$ cat src/rtl/step_dir_out_pkg.sv
// Shared state encoding and default driver timing for the STEP/DIR output stage.
package step_dir_out_pkg;

  typedef enum logic [1:0] {
    IDLE    = 2'd0,
    DSETUP  = 2'd1,
    STEP_HI = 2'd2,
    STEP_LO = 2'd3
  } state_e;

  localparam int DEF_POS_W      = 32;
  localparam int DEF_PULSE_CYC  = 8;
  localparam int DEF_DIR_SETUP  = 4;
  localparam int DEF_MIN_PERIOD = 32;
  localparam int DEF_TMR_W      = 16;

endpackage

$ cat src/rtl/step_dir_out.sv
// STEP/DIR pin generator: walks the emitted position toward target_pos one step at a
// time while honouring step high width, DIR setup time and minimum step period.
module step_dir_out
  import step_dir_out_pkg::*;
#(
  parameter int POS_W      = DEF_POS_W,
  parameter int PULSE_CYC  = DEF_PULSE_CYC,
  parameter int DIR_SETUP  = DEF_DIR_SETUP,
  parameter int MIN_PERIOD = DEF_MIN_PERIOD,
  parameter int TMR_W      = DEF_TMR_W
) (
  input  logic             clk,
  input  logic             rst,
  input  logic             enable,
  input  logic [POS_W-1:0] target_pos,
  input  logic             load_pos,
  input  logic [POS_W-1:0] load_val,
  output logic             step,
  output logic             dir,
  output logic [POS_W-1:0] actual_pos,
  output logic             busy,
  output logic             at_target
);

  // Timer reload values: a phase lasting N cycles counts N-1 down to 0.
  localparam logic [TMR_W-1:0] PULSE_LD = TMR_W'(PULSE_CYC - 1);
  localparam logic [TMR_W-1:0] SETUP_LD = TMR_W'(DIR_SETUP - 1);
  localparam logic [TMR_W-1:0] LOW_LD   = TMR_W'(MIN_PERIOD - PULSE_CYC - 1);

  state_e             state_q;
  logic [TMR_W-1:0]   tmr_q;
  logic               step_q;
  logic               dir_q;
  logic               at_target_q;
  logic [POS_W-1:0]   actual_pos_q;

  logic [POS_W-1:0]   diff;
  logic [POS_W-1:0]   pos_step_d;
  logic               need;
  logic               want_dir;
  logic               tmr_zero;
  logic               go_hi;
  logic               go_setup;
  logic               go_lo;
  logic               go_idle;

  // Wrapped difference read as signed: the MSB gives the shortest direction.
  assign diff       = target_pos - actual_pos_q;
  assign need       = enable && (diff != '0);
  assign want_dir   = ~diff[POS_W-1];
  assign tmr_zero   = (tmr_q == '0);
  assign pos_step_d = dir_q ? actual_pos_q + POS_W'(1) : actual_pos_q - POS_W'(1);

  // NOTE: every output of a combinational block gets a default first, so no path leaves it unassigned and no latch is inferred.
  always_comb begin
    go_hi    = 1'b0;
    go_setup = 1'b0;
    go_lo    = 1'b0;
    go_idle  = 1'b0;
    unique case (state_q)
      IDLE: begin
        if (!load_pos && need) begin
          go_hi    = (dir_q == want_dir);
          go_setup = (dir_q != want_dir);
        end
      end
      DSETUP:  go_hi = tmr_zero;
      STEP_HI: go_lo = tmr_zero;
      STEP_LO: begin
        if (tmr_zero) begin
          go_hi    = need && (dir_q == want_dir);
          go_setup = need && (dir_q != want_dir);
          go_idle  = !need;
        end
      end
      default: go_idle = 1'b1;
    endcase
  end

  // NOTE: state registers use non-blocking assignments so every flop samples pre-edge values, matching hardware.
  always_ff @(posedge clk or negedge rst) begin
    if (!rst) begin
      state_q      <= IDLE;
      tmr_q        <= '0;
      step_q       <= 1'b0;
      dir_q        <= 1'b0;
      at_target_q  <= 1'b0;
      actual_pos_q <= '0;
    end else begin
      at_target_q <= (actual_pos_q == target_pos);
      if (go_hi) begin
        state_q      <= STEP_HI;
        step_q       <= 1'b1;
        actual_pos_q <= pos_step_d;
        tmr_q        <= PULSE_LD;
      end else if (go_setup) begin
        state_q <= DSETUP;
        dir_q   <= want_dir;
        tmr_q   <= SETUP_LD;
      end else if (go_lo) begin
        state_q <= STEP_LO;
        step_q  <= 1'b0;
        tmr_q   <= LOW_LD;
      end else if (go_idle) begin
        state_q <= IDLE;
      end else begin
        // Preloads are honoured only while idle; elsewhere they are dropped.
        if (state_q == IDLE && load_pos) actual_pos_q <= load_val;
        if (!tmr_zero) tmr_q <= tmr_q - TMR_W'(1);
      end
    end
  end

  assign step       = step_q;
  assign dir        = dir_q;
  assign actual_pos = actual_pos_q;
  assign busy       = (state_q != IDLE);
  assign at_target  = at_target_q;

endmodule

$ cat config.mk
export PLATFORM = sky130hd
export DESIGN_NAME = step_dir_out
export DESIGN_NICKNAME = d
export VERILOG_FILES = /design/src/rtl/step_dir_out_pkg.sv /design/src/rtl/step_dir_out.sv
export SDC_FILE = /design/constraint.sdc
export NUM_CORES = 1
export LEC_CHECK = 0
export ABC_AREA = 1
export ABC_CLOCK_PERIOD_IN_PS = 3830
export CAP_MARGIN = 20
export CORE_ASPECT_RATIO = 0.75
export CORE_UTILIZATION = 41
export CTS_BUF_LIST = sky130_fd_sc_hd__clkbuf_8
export DETAILED_ROUTE_END_ITERATION = 12
export PLACE_DENSITY = 0.65
export SLEW_MARGIN = 10
export SYNTH_ARGS = -nofsm -noshare
export SYNTH_HDL_FRONTEND = slang
export SYNTH_SLANG_ARGS = --single-unit
$ cat constraint.sdc
create_clock -name clk -period 3.83 [get_ports clk]
set_input_delay 0.5745 -clock clk [delete_from_list [all_inputs] [get_ports clk]]
set_output_delay 0.5745 -clock clk [all_outputs]
set_load 0.03 [all_outputs]
**Yosys cells after proc, flatten, opt, wreduce, memory -nomap -nowiden**

Index checks and enable logic that the tools add are counted.

- Logic and storage cells: 68
- Input port bits: 68
- Register bits: 53

- Reductions and logical operators: 18
- Bitwise gates (word level): 2
- Add/sub/neg operators: 4
- Equal/unequal tests: 11
- Mux-type cells: 27

Operators by type and width:

| kind | count |
|---|---|
| two-way mux 32 bit | 6 |
| two-way mux 16 bit | 5 |
| adder 32 x 1 -> 32 bit, second input constant | 1 |
| == test 32 bit | 1 |
| nonzero test 32 bit | 1 |
| subtractor 32 x 1 -> 32 bit, second input constant | 1 |
| subtractor 32 bit | 1 |
| logical NOT 16 bit | 1 |
| subtractor 16 x 1 -> 16 bit, second input constant | 1 |
| two-way mux 1 bit | 10 |
| two-way mux 2 bit | 4 |
| inequality test 2 bit, second input constant | 3 |
| AND reduction 2 bit | 3 |
| nonzero test 2 bit | 3 |
| logical AND 1 bit | 5 |
| == test 2 bit, second input constant | 2 |
| inequality test 4 x 1 -> 1 bit, second input constant | 1 |
| inequality test 4 bit, second input constant | 1 |
| AND reduction 4 bit | 1 |
| nonzero test 4 bit | 1 |
| one-hot mux 1 bit (3 select lines) | 1 |
| == test 2 x 1 -> 1 bit, second input constant | 1 |
| logical NOT 1 bit | 2 |
| logical NOT 2 bit | 1 |
| other kinds (4) | 5 |

**Depth between registers and ports, before layout**

Gate-level depths: netlist of the first run.

- Word-level depth: 10
- Mapped depth: 26
- Mapped depth without buffers: 25

**Worst setup path after synthesis of the first run**

No wires, ideal clock.

- Kind: reg-to-reg
- Start: register dir_q, in the netlist dir
- End: register actual_pos_q[28], in the netlist actual_pos[28]
- Period minus slack after synthesis: 3.162 ns
- Stages on the path, launching flop included: 16
- Path slack: 0.668 ns
- Data arrival time: 3.044 ns
- Cells stage by stage: dfrtp_1 > inv_1 > ha_1 > a21oi_1 > nand2_1 > a21oi_1 > o21ai_0 > a21oi_1 > o21ai_0 > nand3_1 > nand2_1 > xor2_1 > nand3_1 > nand2_1 > nand2_1 > nand2_1

- Cells in the longest elaborated chain, start to end: 6

Ends and longest elaborated chain:

| item | RTL line | RTL |
|---|---|---|
| start, declared | step_dir_out.sv:33 | `logic dir_q;` |
| start signal, assigned | step_dir_out.sv:98 | `dir_q <= want_dir;` |
| == test 1 bit or inequality test 1 bit (tied branches) | - |  |
| logical AND 1 bit (on tied branches) | step_dir_out.sv:71, step_dir_out.sv:72 |  |
| two-way mux 1 bit | step_dir_out.sv:70 | `if (tmr_zero) begin` |
| one-hot mux 1 bit (3 select lines) or one-hot mux 1 bit (2 select lines) (tied branches) | step_dir_out.sv:60 | `unique case (state_q)` |
| inequality test 2 bit (no source line) or nonzero test 2 bit (tied branches) | - |  |
| AND reduction 4 bit (no source line) | - |  |
| end signal, assigned | step_dir_out.sv:94 | `actual_pos_q <= pos_step_d;` |
| end signal, assigned | step_dir_out.sv:108 | `if (state_q == IDLE && load_pos) actual_pos_q <= load_val;` |
| end, declared | step_dir_out.sv:35 | `logic [POS_W-1:0] actual_pos_q;` |

Several ways; a longest one is shown, not always the timed one.
A chain may end at the register's enable or synchronous reset.

**Worst setup path after layout of the first run**

- Start: input port target_pos[19]
- End: register actual_pos_q[11], in the netlist actual_pos[11]

- Cells in the longest elaborated chain, start to end: 8

Ends and longest elaborated chain:

| item | RTL line | RTL |
|---|---|---|
| start, declared | step_dir_out.sv:15 | `input logic [POS_W-1:0] target_pos,` |
| subtractor 32 bit * | step_dir_out.sv:48 | `assign diff = target_pos - actual_pos_q;` |
| nonzero test 32 bit or inverter 1 bit (tied branches) | step_dir_out.sv:49, step_dir_out.sv:50 |  |
| logical AND 1 bit, or another cell as far along | step_dir_out.sv:49 | `assign need = enable && (diff != '0);` |
| logical AND 1 bit, or another cell as far along | step_dir_out.sv:71 | `go_hi = need && (dir_q == want_dir);` |
| two-way mux 1 bit (on tied branches) | step_dir_out.sv:70, step_dir_out.sv:62 |  |
| one-hot mux 1 bit (3 select lines), or another cell as far along | step_dir_out.sv:60 |  |
| inequality test 2 bit (no source line) or nonzero test 2 bit (tied branches) | - |  |
| AND reduction 4 bit (no source line) | - |  |

Every way passes the cells marked *; elsewhere a longest branch is shown, timed or not.

==> reports/metrics.json, run 1 <==
{
  "run_status": {
    "status": "complete, no violations"
  },
  "sta": {
    "setup-tns-final_ns": 0,
    "final_hold_viol_count": 0,
    "max_freq_mhz": 286,
    "min_period_ns": 3.50,
    "fin_worst_skew_ns": 0.0125,
    "relSlewSlack_pct": 43.7,
    "max_slew.worst_pin.slew_ns": 0.844,
    "final_min_period_over_clock_period_pct": 91.4,
    "worst_hold_slack_ns": 0.335,
    "setup_viol": 0,
    "grt_setup_unrepaired": "no",
    "final-max-slew-violation-count": 0
  },
  "clocking": {
    "cts-resized-gates": 0,
    "cts_max_level": 2,
    "tritoncts": "yes",
    "clk_transition_reported_paths_ns": 0.11,
    "clock_latency_ns": 0.34,
    "cts.sink_count": 53,
    "cts_hold_buffers": 0,
    "number_of_post_cts_setup_repair_buffers": 0,
    "cts_inserted_buffers": 5,
    "max-clock-path-buffers": 2,
    "clk_root_buffer_cell": "sky130_fd_sc_hd__clkbuf_8"
  },
  "routing": {
    "dr_total_vias": 7926,
    "first_pass_iters": 5,
    "drt_iter0_drc": 510,
    "routed_wirelength_um": 22800,
    "post-route-drc-count": 0,
    "route.detailed.vias_per_inst": 4.85,
    "antenna_violating_nets_left": 0,
    "avgRoutedWirePerCell_um": 13.9
  },
  "setup_path": {
    "timing.reg2reg.setup_slack_ns": 0.43,
    "path_cells": "clkdlybuf4s50_1 > ha_1 > nand2_1 > nor2_1 > nand2_1 > nor2_1 > nand2_1 > nand4_1 > nand2_1 > nor2_1 > nand2_1 > nor2_1 > nand3_2 > buf_4 > nand2_1 > nand2_1 > nand2_1 > o21ai_4 > buf_12 > nand2_1 > nand2_1",
    "timing.critical_path.fanout_max": 32,
    "cpMostUsedCell": "sky130_fd_sc_hd__nand2_1",
    "cp-start-kind": "input pin",
    "cp-endpoint": "actual_pos[11]",
    "worstPathArrival_ns": 3.75,
    "critical_path_start": "target_pos[19]",
    "worstRegToRegCells": 21,
    "cp-end-kind": "flip-flop",
    "worst_r2r_endpoint": "actual_pos[11]",
    "crit_required_ns": 4.07,
    "r2r-start": "actual_pos[8]",
    "critical_path_s_slowest_cell": "sky130_fd_sc_hd__clkdlybuf4s50_1",
    "timing.critical_path.slowest_cell_delay_ns": 0.44,
    "crit_type": "in -> reg"
  },
  "finish": {
    "n_antenna_cell": 0,
    "drive_gt1_share_pct": 4.15,
    "layout.cells.most_common": "sky130_fd_sc_hd__nand2_1",
    "layout_common_cells": "sky130_fd_sc_hd__nand2_1 (488), sky130_fd_sc_hd__inv_1 (233), sky130_fd_sc_hd__nand3_1 (111)",
    "finish.net_count": 1534,
    "syn2layout_area_growth_pct": 20.8
  },
  "global_route": {
    "gr-total-overflow": 0,
    "first_global_vias": 7345,
    "overall_fraction_of_global_route_tracks_in_use_pct": 25.5,
    "grt_first_pass_wirelength_um": 37200,
    "antenna_found_initial": 0,
    "maximum_number_of_pins_on_one_net_before_global_route_repair": 37
  },
  "floorplan": {
    "floorplan.die_area_um2": 18400,
    "floorplan.core_area_um2": 17100,
    "fp-row-count": 41,
    "die_h_um": 118,
    "die_width_um": 156,
    "initial_utilization_pct": 42.8,
    "boundaryPins": 104
  },
  "placed_design": {
    "globalplace.congestion": 0.950,
    "io_buffer_count": 103,
    "place.detailed.hpwl_um": 19000
  },
  "worst_hold_path": {
    "hold_path.class": "in -> async"
  },
  "power": {
    "total_leakage_power_nw": 5.06,
    "post-layout-total-power_w": 0.00802,
    "switching_share_pct": 57.7,
    "peakVddDrop_mv": 0.499,
    "share_seq_of_total_power_pct": 14.7,
    "p_clk_share_pct": 4.6,
    "intPower_w": 0.00339,
    "p_comb_share_pct": 80.7,
    "netSwitchingPower_w": 0.00463,
    "power_per_cell_area_nw_per_um2": 905
  },
  "synthesis": {
    "synth.top_cells.by_area": "sky130_fd_sc_hd__nand2_1 (25%), sky130_fd_sc_hd__dfrtp_1 (18%), sky130_fd_sc_hd__inv_1 (12%)",
    "yosys_warnings": 0,
    "synth_area_um2": 7340,
    "synthDominantAreaCellType": "sky130_fd_sc_hd__nand2_1",
    "post_syn_instances": 1287,
    "postSynthAreaPerCell_um2": 5.70,
    "synth_fp_nets": 1423,
    "post-synth-top-area-fraction_pct": 25.0,
    "synth.ff_latch_count": 53,
    "synth.lib_cells_used.distinct": 41,
    "synth-seq-area-share_pct": 18.1
  },
  "run": {
    "drv_cap": 0
  }
}
final cells by class:
type,instances,area (um^2)
clock inverter,2,16.3
fill,1836,8270
inverter,243,912
multi-input combinational,971,4970
sequential,53,1330
timing repair buffer,124,1270
tap,236,295
clock buffer,6,82.6
synthesized netlist by cell type (all sizes together):
library cell,n
a21boi,3
a21o,2
a21oi,63
a221oi,1
a31oi,1
and2,3
and3,1
buf,17
clkbuf,3
clkinv,3
dfrtp,53
fa,1
ha,67
inv,240
nand2,494
nand3,116
nand3b,1
nand4,11
nor2,105
nor3,10
nor4,3
o211ai,2
o21a,2
o21ai,27
o21bai,4
o41ai,1
or2,2
or4,1
xnor2,13
xor2,37
how the worst min path moves through the flow:
| stage | startpoint | endpoint | slack, ns | cells after the start |
|---|---|---|---|---|
| global route | rst | tmr_q[6] | 0.41 | 1 |
| finish | rst | tmr_q[8] | 0.33 | 1 |
| CTS | rst | tmr_q[6] | 0.35 | 1 |
| global placement | tmr_q[0] | tmr_q[0] | 0.48 | 2 |
| detailed placement | tmr_q[0] | tmr_q[0] | 0.51 | 2 |
| floorplan | rst | actual_pos[0] | 0.28 | 0 |
flip-flops by register name, indices dropped and copies added, names as in the netlist:
name        count
tmr_q          16
actual_pos     32
dir             1
state_q         2
at_target       1
step            1
critical path, delay by kind of cell:
| family | cells | cell delay (ns) |
|---|---|---|
| and+or+nand+nor | 16 | 1.88 |
| buffers and inverters | 3 | 0.77 |
| adders and majority gates | 1 | 0.43 |
| AOI/OAI and AO/OA | 1 | 0.06 |
power by group through the flow:
stage / registers [W] / logic [W] / clock network [W]
2_1_floorplan: 0.00135 / 0.00441 / 0
5_1_grt: 0.00120 / 0.00728 / 0.000395
6_report: 0.00118 / 0.00648 / 0.000368
4_1_cts: 0.00116 / 0.00642 / 0.000377
3_5_place_dp: 0.00117 / 0.00639 / 0
3_3_place_gp: 0.00117 / 0.00631 / 0
cells by family (layout without fill, tap and decap cells):
group,after synthesis,count (layout),synth area share [%]
AO/OA/AOI/OAI,106,106,8.05
XOR/XNOR,50,50,5.97
adder cells (fa/ha/maj),68,68,11.7
buffers and inverters,263,375,14.2
flip-flops,53,53,18.1
AND/OR/NAND/NOR,747,747,42.0
per-layer routing:
layer  track usage, %  wire (um)  share of wire (%)
met3             1.77       1010                4.4
met2             38.1       9330                 41
met4             5.15        257                1.1
met5                0          0                  0
met1             39.5      12200                 53
metrics by stage:
step / utilization (%) / std cells / setup slack [ns] / instance area [um^2]
3_3_place_gp: 51.0 / 1626 / 0.0265 / 8740
3_5_place_dp: 51.2 / 1627 / 0.0274 / 8770
2_1_floorplan: - / 1287 / 0.668 / 7340
5_1_grt: 51.7 / 1635 / 0.125 / 8870
4_1_cts: 51.7 / 1635 / 0.396 / 8870
6_report: 51.7 / 1635 / 0.328 / 8870
Power figures use the tool's default switching activity.
==> run 2, diff against run 1 <==
--- a/config.mk
+++ b/config.mk
@@ -10,10 +10,9 @@
 export CAP_MARGIN = 20
 export CORE_ASPECT_RATIO = 0.75
 export CORE_UTILIZATION = 41
-export CTS_BUF_LIST = sky130_fd_sc_hd__clkbuf_8
+export CTS_BUF_LIST = sky130_fd_sc_hd__clkbuf_8 sky130_fd_sc_hd__clkbuf_16
 export DETAILED_ROUTE_END_ITERATION = 12
 export PLACE_DENSITY = 0.65
-export SLEW_MARGIN = 10
 export SYNTH_ARGS = -nofsm -noshare
 export SYNTH_HDL_FRONTEND = slang
 export SYNTH_SLANG_ARGS = --single-unit
==> run 2 against run 1 <==
Non-clock buffer count unchanged; critical path depth unchanged; largest cell class unchanged; fmax down 0.60%; critical path type unchanged.
==> reports/metrics.json, run 2 (synthesis gave the netlist of run 1 again) <==
{
  "run_status": {
    "status": "complete, no violations"
  },
  "global_route": {
    "first_global_vias": {"value": 7354, "change": "+0.12%"},
    "gr-total-overflow": {"value": 0, "change": "unchanged"},
    "grt_first_pass_wirelength": {"value": 37200, "unit": "um", "change": "about the same"},
    "maximum_number_of_pins_on_one_net_before_global_route_repair": {"value": 37, "change": "unchanged"},
    "antenna_found_initial": {"value": 0, "change": "unchanged"},
    "overall_fraction_of_global_route_tracks_in_use": {"value": 25.5, "unit": "%", "change": "about the same"}
  },
  "sta": {
    "final-max-slew-violation-count": {"value": 0, "change": "unchanged"},
    "final_hold_viol_count": {"value": 0, "change": "unchanged"},
    "max_freq": {"value": 284, "unit": "MHz", "change": "-0.60%"},
    "relSlewSlack": {"value": 43.9, "unit": "%", "change": "+0.15 points"},
    "grt_setup_unrepaired": "no",
    "setup-tns-final": {"value": 0, "unit": "ns", "change": "unchanged"},
    "fin_worst_skew": {"value": 0.00935, "unit": "ns", "change": "-0.00316 ns"},
    "setup_viol": {"value": 0, "change": "unchanged"},
    "min_period": {"value": 3.52, "unit": "ns", "change": "+0.0213 ns"},
    "max_slew.worst_pin.slew": {"value": 0.842, "unit": "ns", "change": "-0.00220 ns"},
    "worst_hold_slack": {"value": 0.368, "unit": "ns", "change": "+0.0333 ns"},
    "final_min_period_over_clock_period": {"value": 92.0, "unit": "%", "change": "+0.56 points"}
  },
  "routing": {
    "routed_wirelength": {"value": 22700, "unit": "um", "change": "-0.13%"},
    "wl_met2": {"value": 9120, "unit": "um", "change": "-2.3%"},
    "met1_length": {"value": 11900, "unit": "um", "change": "-1.9%"},
    "met3_wirelength": {"value": 1310, "unit": "um", "change": "+29%"},
    "drt_iter0_drc": {"value": 615, "change": "+21%"},
    "antenna_violating_nets_left": {"value": 0, "change": "unchanged"},
    "first_pass_iters": {"value": 5, "change": "unchanged"},
    "post-route-drc-count": {"value": 0, "change": "unchanged"},
    "top_layer": "met4",
    "dr_total_vias": {"value": 7995, "change": "+0.87%"},
    "avgRoutedWirePerCell": {"value": 13.9, "unit": "um", "change": "-0.13%"},
    "route.detailed.vias_per_inst": {"value": 4.89, "change": "+0.87%"}
  },
  "finish": {
    "drive_gt1_share": {"value": 4.15, "unit": "%", "change": "unchanged"},
    "largest_reg_flops": {"value": 32, "change": "unchanged"},
    "finish.net_count": {"value": 1534, "change": "unchanged"},
    "layout_common_cells": "sky130_fd_sc_hd__nand2_1 (488), sky130_fd_sc_hd__inv_1 (233), sky130_fd_sc_hd__nand3_1 (111)",
    "fillCellCount": {"value": 1829, "change": "-0.38%"},
    "syn2layout_area_growth_pct": 21.6,
    "n_antenna_cell": {"value": 0, "change": "unchanged"},
    "layout.cell_area.non_filler": {"value": 8920, "unit": "um^2", "change": "+0.64%"},
    "layout.cells.most_common": "sky130_fd_sc_hd__nand2_1"
  },
  "clocking": {
    "cts_hold_buffers": {"value": 0, "change": "unchanged"},
    "cts_inserted_buffers": {"value": 5, "change": "unchanged"},
    "clk_transition_reported_paths": {"value": 0.08, "unit": "ns", "change": "-0.03 ns"},
    "clk_root_buffer_cell": "sky130_fd_sc_hd__clkbuf_16",
    "cts-resized-gates": {"value": 0, "change": "unchanged"},
    "clock_latency": {"value": 0.30, "unit": "ns", "change": "-0.04 ns"},
    "cts_max_level": {"value": 2, "change": "unchanged"},
    "max-clock-path-buffers": {"value": 2, "change": "unchanged"},
    "number_of_post_cts_setup_repair_buffers": {"value": 0, "change": "unchanged"},
    "tritoncts": "yes",
    "cts.sink_count": {"value": 53, "change": "unchanged"}
  },
  "setup_path": {
    "cp-end-kind": "flip-flop",
    "timing.critical_path.fanout_max": {"value": 32, "change": "unchanged"},
    "timing.reg2reg.setup_slack": {"value": 0.47, "unit": "ns", "change": "+0.04 ns"},
    "crit_required": {"value": 4.03, "unit": "ns", "change": "-0.04 ns"},
    "cp_num_buf_inv": {"value": 3, "change": "unchanged"},
    "cpMostUsedCell": "sky130_fd_sc_hd__nand2_1",
    "worstPathArrival": {"value": 3.72, "unit": "ns", "change": "-0.03 ns"},
    "cp-start-kind": "input pin",
    "path_cells": "clkdlybuf4s50_1 > ha_1 > nand2_1 > nor2_1 > nand2_1 > nor2_1 > nand2_1 > nand3_1 > nand2_1 > nor2_1 > nand2_1 > nor2_1 > nand3_2 > buf_4 > nand2_1 > nand2_1 > nand2_1 > o21ai_4 > buf_12 > nand2_1 > nand2_1",
    "critPathTopFamily": "simple AND/OR/NAND/NOR gates",
    "critical_path_s_slowest_cell": "sky130_fd_sc_hd__ha_1",
    "crit_type": "in -> reg",
    "timing.critical_path.slowest_cell_delay": {"value": 0.45, "unit": "ns", "change": "about the same"}
  },
  "floorplan": {
    "floorplan.die_area": {"value": 18400, "unit": "um^2", "change": "unchanged"},
    "boundaryPins": {"value": 104, "change": "unchanged"},
    "die_width": {"value": 156, "unit": "um", "change": "unchanged"},
    "die_h": {"value": 118, "unit": "um", "change": "unchanged"},
    "initial_utilization": {"value": 42.8, "unit": "%", "change": "unchanged"},
    "fp-row-count": {"value": 41, "change": "unchanged"},
    "floorplan.core_area": {"value": 17100, "unit": "um^2", "change": "unchanged"}
  },
  "placed_design": {
    "globalplace.congestion": {"value": 0.950, "change": "unchanged"},
    "place.detailed.hpwl": {"value": 19000, "unit": "um", "change": "unchanged"},
    "post_dp_cell_area": {"value": 8770, "unit": "um^2", "change": "unchanged"},
    "io_buffer_count": {"value": 103, "change": "unchanged"}
  },
  "worst_hold_path": {
    "hold_path.class": "in -> async"
  },
  "power": {
    "total_leakage_power": {"value": 5.09, "unit": "nW", "change": "+0.51%"},
    "peakVddDrop": {"value": 0.500, "unit": "mV", "change": "+0.19%"},
    "power_per_cell_area": {"value": 912, "unit": "nW/um^2", "change": "+0.84%"}
  },
  "run": {
    "drv_cap": {"value": 0, "change": "unchanged"}
  }
}
[run 2: routing by layer]
metal,global-route usage [%],up-vias
li1,-,4197
met5,0,-
met2,37.5,216
met4,5.76,0
met3,2.03,24
met1,39.5,3558
[run 2: cell type report]
type / count / area [um^2] / area share (%)
Multi-Input combinational cell: 971 / 4970 / 55.7
Clock buffer: 6 / 139 / 1.56
Inverter: 243 / 912 / 10.2
Clock inverter: 2 / 16.3 / 0.182
Timing Repair Buffer: 124 / 1270 / 14.2
Sequential cell: 53 / 1330 / 14.9
Tap cell: 236 / 295 / 3.31
[run 2: worst paths after layout]
kind	to	start	cells past startpoint
worst max-delay path	actual_pos[3]	target_pos[24]	21
worst min-delay path	tmr_q[6]	rst	1
worst max register to register	actual_pos[3]	actual_pos[8]	21
worst min register to register	tmr_q[0]	tmr_q[0]	2
max in group asynchronous	actual_pos[7]	rst	2
min in group clk	tmr_q[0]	tmr_q[0]	2
[run 2: metrics by stage]
stage / utilization, % / setup WS [ns] / total power, W / std cells
after detailed placement: 51.2 / 0.0274 / 0.00756 / 1627
after global routing: 52.1 / 0.0790 / 0.00901 / 1635
after CTS: 52.1 / 0.347 / 0.00809 / 1635
after global placement: 51.0 / 0.0265 / 0.00748 / 1626
final: 52.1 / 0.307 / 0.00814 / 1635
after floorplan: - / 0.668 / 0.00577 / 1287
[run 2: report_power, final]
group	internal, W	switching (W)	total (W)
sequential	0.000814	0.000363	0.00118
combinational	0.00243	0.00404	0.00647
clock	0.000263	0.000225	0.000488
total	0.00351	0.00463	0.00814
==> run 3, diff against run 2 <==
--- a/config.mk
+++ b/config.mk
@@ -11,6 +11,7 @@
 export CORE_ASPECT_RATIO = 0.75
 export CORE_UTILIZATION = 41
 export CTS_BUF_LIST = sky130_fd_sc_hd__clkbuf_8 sky130_fd_sc_hd__clkbuf_16
+export CTS_CLUSTER_DIAMETER = 200
 export DETAILED_ROUTE_END_ITERATION = 12
 export PLACE_DENSITY = 0.65
 export SYNTH_ARGS = -nofsm -noshare
==> results of run 3 <==
Same layout as run 2: the final DEF is identical, and so are final timing and power.
